===== config.mk =====
export PLATFORM = sky130hd
export DESIGN_NAME = alsu_sched
export DESIGN_NICKNAME = d
export VERILOG_FILES = /design/src/rtl/alsu_sched.sv
export SDC_FILE = /design/constraint.sdc
export NUM_CORES = 1
export LEC_CHECK = 0
export ABC_AREA = 1
export BUFFER_PORTS_ARGS = -buffer_cell sky130_fd_sc_hd__buf_2
export CAP_MARGIN = 20
export CORE_ASPECT_RATIO = 1.75
export CORE_MARGIN = 1.5
export CORE_UTILIZATION = 30
export CTS_BUF_LIST = sky130_fd_sc_hd__clkbuf_8 sky130_fd_sc_hd__clkbuf_16
export DETAILED_ROUTE_END_ITERATION = 7
export GPL_TIMING_DRIVEN = 0
export PLACE_DENSITY = 0.53
export SETUP_SLACK_MARGIN = 0.4
export SYNTH_ARGS = -nofsm -noshare
export SYNTH_HDL_FRONTEND = slang
export SYNTH_SLANG_ARGS = --single-unit

===== constraint.sdc =====
create_clock -name clk -period 3.7 [get_ports clk]
set_input_delay 0.74 -clock clk [delete_from_list [all_inputs] [get_ports clk]]
set_output_delay 0.74 -clock clk [all_outputs]
set_load 0.01 [all_outputs]

===== src/rtl/alsu_sched.sv =====
// alsu_sched: shares one ALSU among N_REQ requesters and returns id-tagged results.
// Define ALSU_SCHED_FIXED_PRIO_EN for fixed lowest-index-first priority instead of round-robin.
module alsu_sched #(
  parameter int N_REQ    = 2,
  parameter int ALSU_LAT = 2
) (
  input  logic                  clk,
  input  logic                  rst,
  input  logic [N_REQ-1:0]      req_valid,
  output logic [N_REQ-1:0]      req_ready,
  input  logic [16*N_REQ-1:0]   req_cmd,
  output logic                  resp_valid,
  input  logic                  resp_ready,
  output logic [1:0]            resp_id,
  output logic signed [5:0]     resp_data,
  output logic                  resp_err,
  output logic                  busy,
  output logic signed [2:0]     alsu_A,
  output logic signed [2:0]     alsu_B,
  output logic [2:0]            alsu_opcode,
  output logic                  alsu_cin,
  output logic                  alsu_serial_in,
  output logic                  alsu_red_op_A,
  output logic                  alsu_red_op_B,
  output logic                  alsu_bypass_A,
  output logic                  alsu_bypass_B,
  output logic                  alsu_direction,
  input  logic signed [5:0]     alsu_out,
  input  logic [15:0]           alsu_leds
);

  typedef enum logic [1:0] {IDLE, ISSUE, WAIT, RESP} state_e;

  state_e      state_q;
  logic [15:0] cmd_q;
  logic [1:0]  id_q;
  logic [2:0]  cnt_q;
  logic        respValid_q;
  logic [1:0]  respId_q;
  logic [5:0]  respData_q;
  logic        respErr_q;

  logic        anyGnt;
  logic [1:0]  gntIdx;
  logic [15:0] gntCmd;

`ifdef ALSU_SCHED_FIXED_PRIO_EN
  always_comb begin
    anyGnt = 1'b0;
    gntIdx = '0;
    gntCmd = '0;
    for (int i = 0; i < N_REQ; i++) begin
      if (!anyGnt && req_valid[i]) begin
        anyGnt = 1'b1;
        gntIdx = 2'(i);
        gntCmd = req_cmd[i*16 +: 16];
      end
    end
  end
`else
  logic [1:0] rrPtr_q;
  logic [1:0] rrPtr_d;

  // rrPtr_q is where the next search starts; the first valid line at or after it wins.
  always_comb begin
    anyGnt = 1'b0;
    gntIdx = '0;
    gntCmd = '0;
    for (int off = 0; off < N_REQ; off++) begin
      for (int j = 0; j < N_REQ; j++) begin
        if (!anyGnt && req_valid[j] && ((int'(rrPtr_q) + off) % N_REQ) == j) begin
          anyGnt = 1'b1;
          gntIdx = 2'(j);
          gntCmd = req_cmd[j*16 +: 16];
        end
      end
    end
  end

  always_comb begin
    rrPtr_d = (int'(gntIdx) == N_REQ - 1) ? 2'd0 : gntIdx + 2'd1;
  end

  always_ff @(posedge clk) begin
    if (rst) begin
      rrPtr_q <= '0;
    end else if (state_q == IDLE && anyGnt) begin
      rrPtr_q <= rrPtr_d;
    end
  end
`endif

  // The accept pulse has to land in the grant cycle itself, so it stays combinational.
  always_comb begin
    req_ready = '0;
    for (int i = 0; i < N_REQ; i++) begin
      req_ready[i] = (state_q == IDLE) && !rst && anyGnt && (gntIdx == 2'(i));
    end
  end

  always_ff @(posedge clk) begin
    if (rst) begin
      state_q     <= IDLE;
      cmd_q       <= '0;
      id_q        <= '0;
      cnt_q       <= '0;
      respValid_q <= 1'b0;
      respId_q    <= '0;
      respData_q  <= '0;
      respErr_q   <= 1'b0;
    end else begin
      case (state_q)
        IDLE: begin
          if (anyGnt) begin
            cmd_q   <= gntCmd;
            id_q    <= gntIdx;
            state_q <= ISSUE;
          end
        end
        ISSUE: begin
          cmd_q   <= '0;
          cnt_q   <= 3'(ALSU_LAT - 1);
          state_q <= WAIT;
        end
        WAIT: begin
          if (cnt_q == '0) begin
            respData_q  <= alsu_out;
            respErr_q   <= |alsu_leds;
            respId_q    <= id_q;
            respValid_q <= 1'b1;
            state_q     <= RESP;
          end else begin
            cnt_q <= cnt_q - 3'd1;
          end
        end
        RESP: begin
          if (resp_ready) begin
            respValid_q <= 1'b0;
            state_q     <= IDLE;
          end
        end
        default: state_q <= IDLE;
      endcase
    end
  end

  // cmd_q is only nonzero during ISSUE, which gives the all-zero idle pattern elsewhere.
  assign alsu_A         = cmd_q[15:13];
  assign alsu_B         = cmd_q[12:10];
  assign alsu_opcode    = cmd_q[9:7];
  assign alsu_cin       = cmd_q[6];
  assign alsu_serial_in = cmd_q[5];
  assign alsu_red_op_A  = cmd_q[4];
  assign alsu_red_op_B  = cmd_q[3];
  assign alsu_bypass_A  = cmd_q[2];
  assign alsu_bypass_B  = cmd_q[1];
  assign alsu_direction = cmd_q[0];

  assign resp_valid = respValid_q;
  assign resp_id    = respId_q;
  assign resp_data  = respData_q;
  assign resp_err   = respErr_q;
  assign busy       = (state_q != IDLE);

endmodule


; ---- Word-level counts from Yosys, hierarchy flattened
; Cells that the tools add are included.
[op_classes]
add_sub_neg = 3
reduce_logical = 32
n_eq_ne = 10
mux = 23
bitwise_logic = 1
[ops]
columns = operator, count
row1 = $mux W16, 5
row2 = $logic_not A32 Y1, 2
row3 = $pmux W16 S2, 1
row4 = $reduce_or A16 Y1, 1
row5 = $logic_and A1 B1 Y1, 12
row6 = $mux W2, 5
row7 = $eq A2 B2 Y1 const B, 4
row8 = $mux W1, 8
row9 = $ne A2 B2 Y1 const B, 4
row10 = $pmux W2 S4, 1
row11 = $reduce_and A2 Y1, 4
row12 = $reduce_bool A2 Y1, 4
row13 = $pmux W3 S2, 1
row14 = $reduce_and A3 Y1, 2
row15 = $eq A2 B1 Y1 const B, 2
row16 = $logic_not A1 Y1, 4
row17 = $logic_not A2 Y1, 2
row18 = $logic_not A3 Y1, 1
row19 = $mux W3, 1
row20 = $sub A3 B1 Y3 const B, 1
row21 = $add A1 B1 Y1 const B, 2
row22 = $pmux W1 S2, 1
row23 = $and A1 B1 Y1 const A, 1
[totals]
inputBits = 59
wordCells = 78
out_inout_bits = 29
register_bits = 34

; ---- Depth between registers and ports, before layout
[logic_depth]
word_depth = 17
ltp_mapped = 10

; ---- Least setup slack after synthesis
; Ideal clock, no wire load.
[synth_path]
path_type = input port to output port
startpoint = input req_valid[1]
endpoint = output req_ready[0]
path_buffers = 3
arrival_ps = 1505
stages = 7
setup_slack_ps = 1455
cell_sequence = buf_6 -> inv_4 -> nand2_4 -> nand2_4 -> buf_6 -> buf_12 -> nor3_2
[synth_via]
elab_chain_len = 13
word_cells_on_any_way = 17
[synth_rtl]
columns = element, line_no
row1 = from (decl), 9  ; input logic [N_REQ-1:0] req_valid,
row2 = $logic_and A1 B1 Y1 (2 in a row), 71  ; if (!anyGnt && req_valid[j] && ((int'(rrPtr_q) + off) % N_REQ) == j) begin
row3 = $mux W1, 71
row4 = $logic_not A1 Y1, 71
row5 = $logic_and A1 B1 Y1 (2 in a row), 71
row6 = $mux W1, 71
row7 = $logic_not A1 Y1, 71
row8 = $logic_and A1 B1 Y1 (2 in a row), 71
row9 = $mux W2 or $mux W1 (tied branches), 71
row10 = $logic_not A2 Y1 or $logic_and A1 B1 Y1 (tied branches), 97  ; req_ready[i] = (state_q == IDLE) && !rst && anyGnt && (gntIdx == 2'(i));
row11 = $logic_and A1 B1 Y1 *, 97
row12 = to (decl), 10  ; output logic [N_REQ-1:0] req_ready,
; Mark *: on every way between the ends. The rest lies on a longest branch, timed or not.

; ---- Worst setup path in the final report
[layout_path]
startpoint = register state_q[1]
endpoint = output req_ready[0]
[layout_via]
elab_chain_len = 4
[layout_rtl]
columns = element, line_no
row1 = from (decl), 34  ; state_e state_q;
row2 = from (signal assigned), 103  ; state_q <= IDLE;
row3 = from (signal assigned), 117  ; state_q <= ISSUE;
row4 = from (signal assigned), 123  ; state_q <= WAIT;
row5 = $logic_not A2 Y1, 97
row6 = $logic_and A1 B1 Y1 (3 in a row), 97
; No other way between the ends.

==> flow_metrics.py <==
metrics = {
    "synth": {
        "yosysUniqueCellTypes": 26,
        "yosys_warnings": 0,
        "synth_area_mm2": 0.001784,
        "syn_inst": 244,
        "synth_area_leaders": "dfxtp_1, nand3_1, nand2_1",
        "synth_top_area_share_pct": 35.90,
        "yosysTopAreaCell": "dfxtp_1",
        "syn-mean-instance-area_um2": 7.312,
        "ys_seq_elements": 32,
        "synth_fp_nets": 309,
        "yosysSeqAreaShare_pct": 35.90,
    },
    "power_and_ir_drop": {
        "cellPowerDensity_mw_per_mm2": 637.0,
        "finalPower_uw": 1534,
        "power_frac_clock_pct": 21.9,
        "ir_worst_vdd_v": 0.0003914,
        "p_sw_share_pct": 39.54,
        "p_leak_uw": 0.001190,
        "power.internal_uw": 927.7,
        "p_switching_uw": 606.7,
        "power_frac_seq_pct": 32.1,
        "combPwrFrac_pct": 46.0,
    },
    "grt": {
        "grt.busiest_layer": "met2",
        "grt_pass1_vias": 1860,
        "met3_usage_pct": 3.960,
        "grt_util_all_layers_pct": 15.68,
        "grt_pass1_wl_um": 7734,
        "grt_antenna_before_repair": 0,
        "grt_util_met1_pct": 14.35,
        "overflow": 0,
        "grt.met2_usage_pct": 30.62,
        "grt_max_degree": 12,
    },
    "floorplan": {
        "fp.dieW_um": 61.30,
        "core_area_mm2": 0.005787,
        "io_pins": 88,
        "rows": 37,
        "dieArea_mm2": 0.006437,
        "die_h_um": 105.0,
        "start_util_pct": 30.83,
    },
    "worst_setup_path": {
        "cp_slowest_stage_delay_ns": 0.34,
        "worstRegToRegCells": 8,
        "start_kind": "register",
        "critPathKind": "reg2out",
        "worstPathCellList": "inv_1 -> ha_1 -> nand2_4 -> buf_6 -> buf_12 -> nor3_2 -> buf_2",
        "crit_fanout": 10,
        "arrival_ns": 1.65,
        "crit_required_ns": 2.96,
        "cp_slowest_cell": "dfxtp_1",
        "end_kind": "output port",
    },
    "clock_tree": {
        "clock-root-buffer": "clkbuf_8",
        "cts_buffers": 5,
        "cts_tree": "yes",
        "htreeDepth": 2,
        "insertion_delay_ns": 0.29,
        "cts_setup_buffers": 0,
        "cts.repair.resized": 0,
        "cts_sinks": 32,
        "clkSlewWorstSetupHoldPaths_ns": 0.08,
        "cts_buffer_depth": 2,
        "cts_hold_buf": 0,
    },
    "timing": {
        "worst_slack_ns": 1.305,
        "layout_min_cycle_time_ns": 2.395,
        "slew_viol_final": 0,
        "setup_tns_ns": 0,
        "setup_viol": 0,
        "fin_crit_sh_pct": 64.72,
        "rsz0062_at_grt": "no",
        "finClkSkew_ns": 0.008560,
        "max_freq_ghz": 0.4176,
        "hold_violations": 0,
    },
    "route": {
        "drt_pass1_iterations": 5,
        "drt_iter0_drc": 50,
        "drc": 0,
        "viasPerCell": 4.521,
        "routed_wl_um": 4747,
        "wire_per_inst_um": 11.49,
        "ant_nets": 0,
        "vias": 1867,
    },
    "outcome": {
        "status": "completed",
    },
    "finish": {
        "final_nets": 399,
        "design_area_mm2": 0.002409,
        "multi_input_area_um2": 963.4,
        "antenna_cells": 0,
        "seq_area_um2": 640.6,
        "finalCoreUtilization_pct": 41.62,
        "area_growth_pct": 34.99,
        "fillers": 626,
        "drive_gt1_share_pct": 39.40,
    },
    "placement": {
        "globalplace.congestion": 0.7948,
        "post_dp_cell_area_mm2": 0.002297,
        "pre_cts_slack_ns": 1.311,
        "hpwl_um": 3871,
        "io_buffers": 83,
    },
    "hold_path": {
        "worstHoldPathCells": 2,
        "min_path_type": "reg2reg",
    },
    "job": {
        "cap_violations": 0,
    },
}
registers in the layout, indices dropped and copies added, names as in the netlist, 2 cells and up:
name / cells
state_q: 2
cmd_q: 16
cnt_q: 3
resp_data: 6
worst max-delay path, delay by kind of cell, from the launching register on:
family / cells / cell delay [ns]
buffers and inverters: 4 / 0.53
and+or+nand+nor: 2 / 0.24
adders and majority gates: 1 / 0.25
DFF: 1 / 0.34
per-layer routing:
metal,wire length [um],up-vias
met1,1766,804
met5,0,-
met4,93,0
li1,-,972
met2,2557,80
met3,329,11
power groups by stage:
| stage | registers [uW] | logic [uW] | clock network [uW] |
|---|---|---|---|
| floorplan | 530 | 468 | 0 |
| global placement | 497 | 716 | 0 |
| detailed placement | 502 | 719 | 0 |
| CTS | 494 | 722 | 345 |
| global route | 508 | 798 | 363 |
| finish | 493 | 705 | 336 |
layout by cell type, fill, tap and decap left out:
cell / synthesis / final
o21ai_0: 10 / 10
clkinvlp_4: 0 / 1
clkbuf_8: 0 / 5
nand3b_1: 1 / 1
clkinv_2: 0 / 1
nor2_8: 1 / 1
inv_1: 12 / 12
dfxtp_1: 32 / 32
nand2_1: 48 / 48
nand2_4: 2 / 2
buf_6: 5 / 5
clkbuf_1: 2 / 2
nor2_1: 33 / 33
nand3_1: 41 / 41
clkbuf_2: 1 / 1
o21a_1: 1 / 1
nor3_2: 1 / 1
buf_2: 5 / 88
bufinv_16: 0 / 1
nand3_2: 7 / 7
buf_4: 1 / 1
or2_2: 3 / 3
a21oi_1: 16 / 16
ha_1: 6 / 6
nand2_2: 3 / 3
inv_4: 1 / 1
inv_2: 2 / 2
buf_12: 1 / 1
conb_1: 1 / 1
a21oi_2: 8 / 8
synthesized netlist by cell type (all sizes together):
cell type,n
o21ai,10
inv,15
nand3b,1
conb,1
nor3,1
nand2,53
ha,6
dfxtp,32
buf,12
or2,3
nor2,34
clkbuf,3
o21a,1
a21oi,24
nand3,48
cell type report:
type	instances	share of cell area, %
Buffer	15	5.039
Clock buffer	5	2.857
Sequential cell	32	26.60
Multi-Input combinational cell	182	40.00
Inverter	15	2.442
Clock inverter	3	1.766
Tap cell	78	4.052
Timing Repair Buffer	83	17.25
worst paths after layout:
kind              startpoint      endpoint  slack [ns]
setup / recovery  state_q[1]  req_ready[0]        1.31
hold / removal      cnt_q[1]      cnt_q[1]        0.47
setup reg to reg    cnt_q[0]      cnt_q[2]        2.18
hold reg to reg     cnt_q[1]      cnt_q[1]        0.47
stage by stage:
stage	cells	hold WS, ns
global placement	405	0.4523
detailed placement	405	0.4554
CTS	413	0.4676
floorplan	244	0.4453
global route	413	0.4921
finish	413	0.4687
logic make-up after synthesis:
kind of cell               synth area share (%)
DFF                                       35.90
adders and majority gates                 4.207
AOI/OAI and AO/OA                         11.64
buffers and inverters                     10.10
and+or+nand+nor                           37.94
other                                    0.2102
Power figures use the tool's default switching activity.
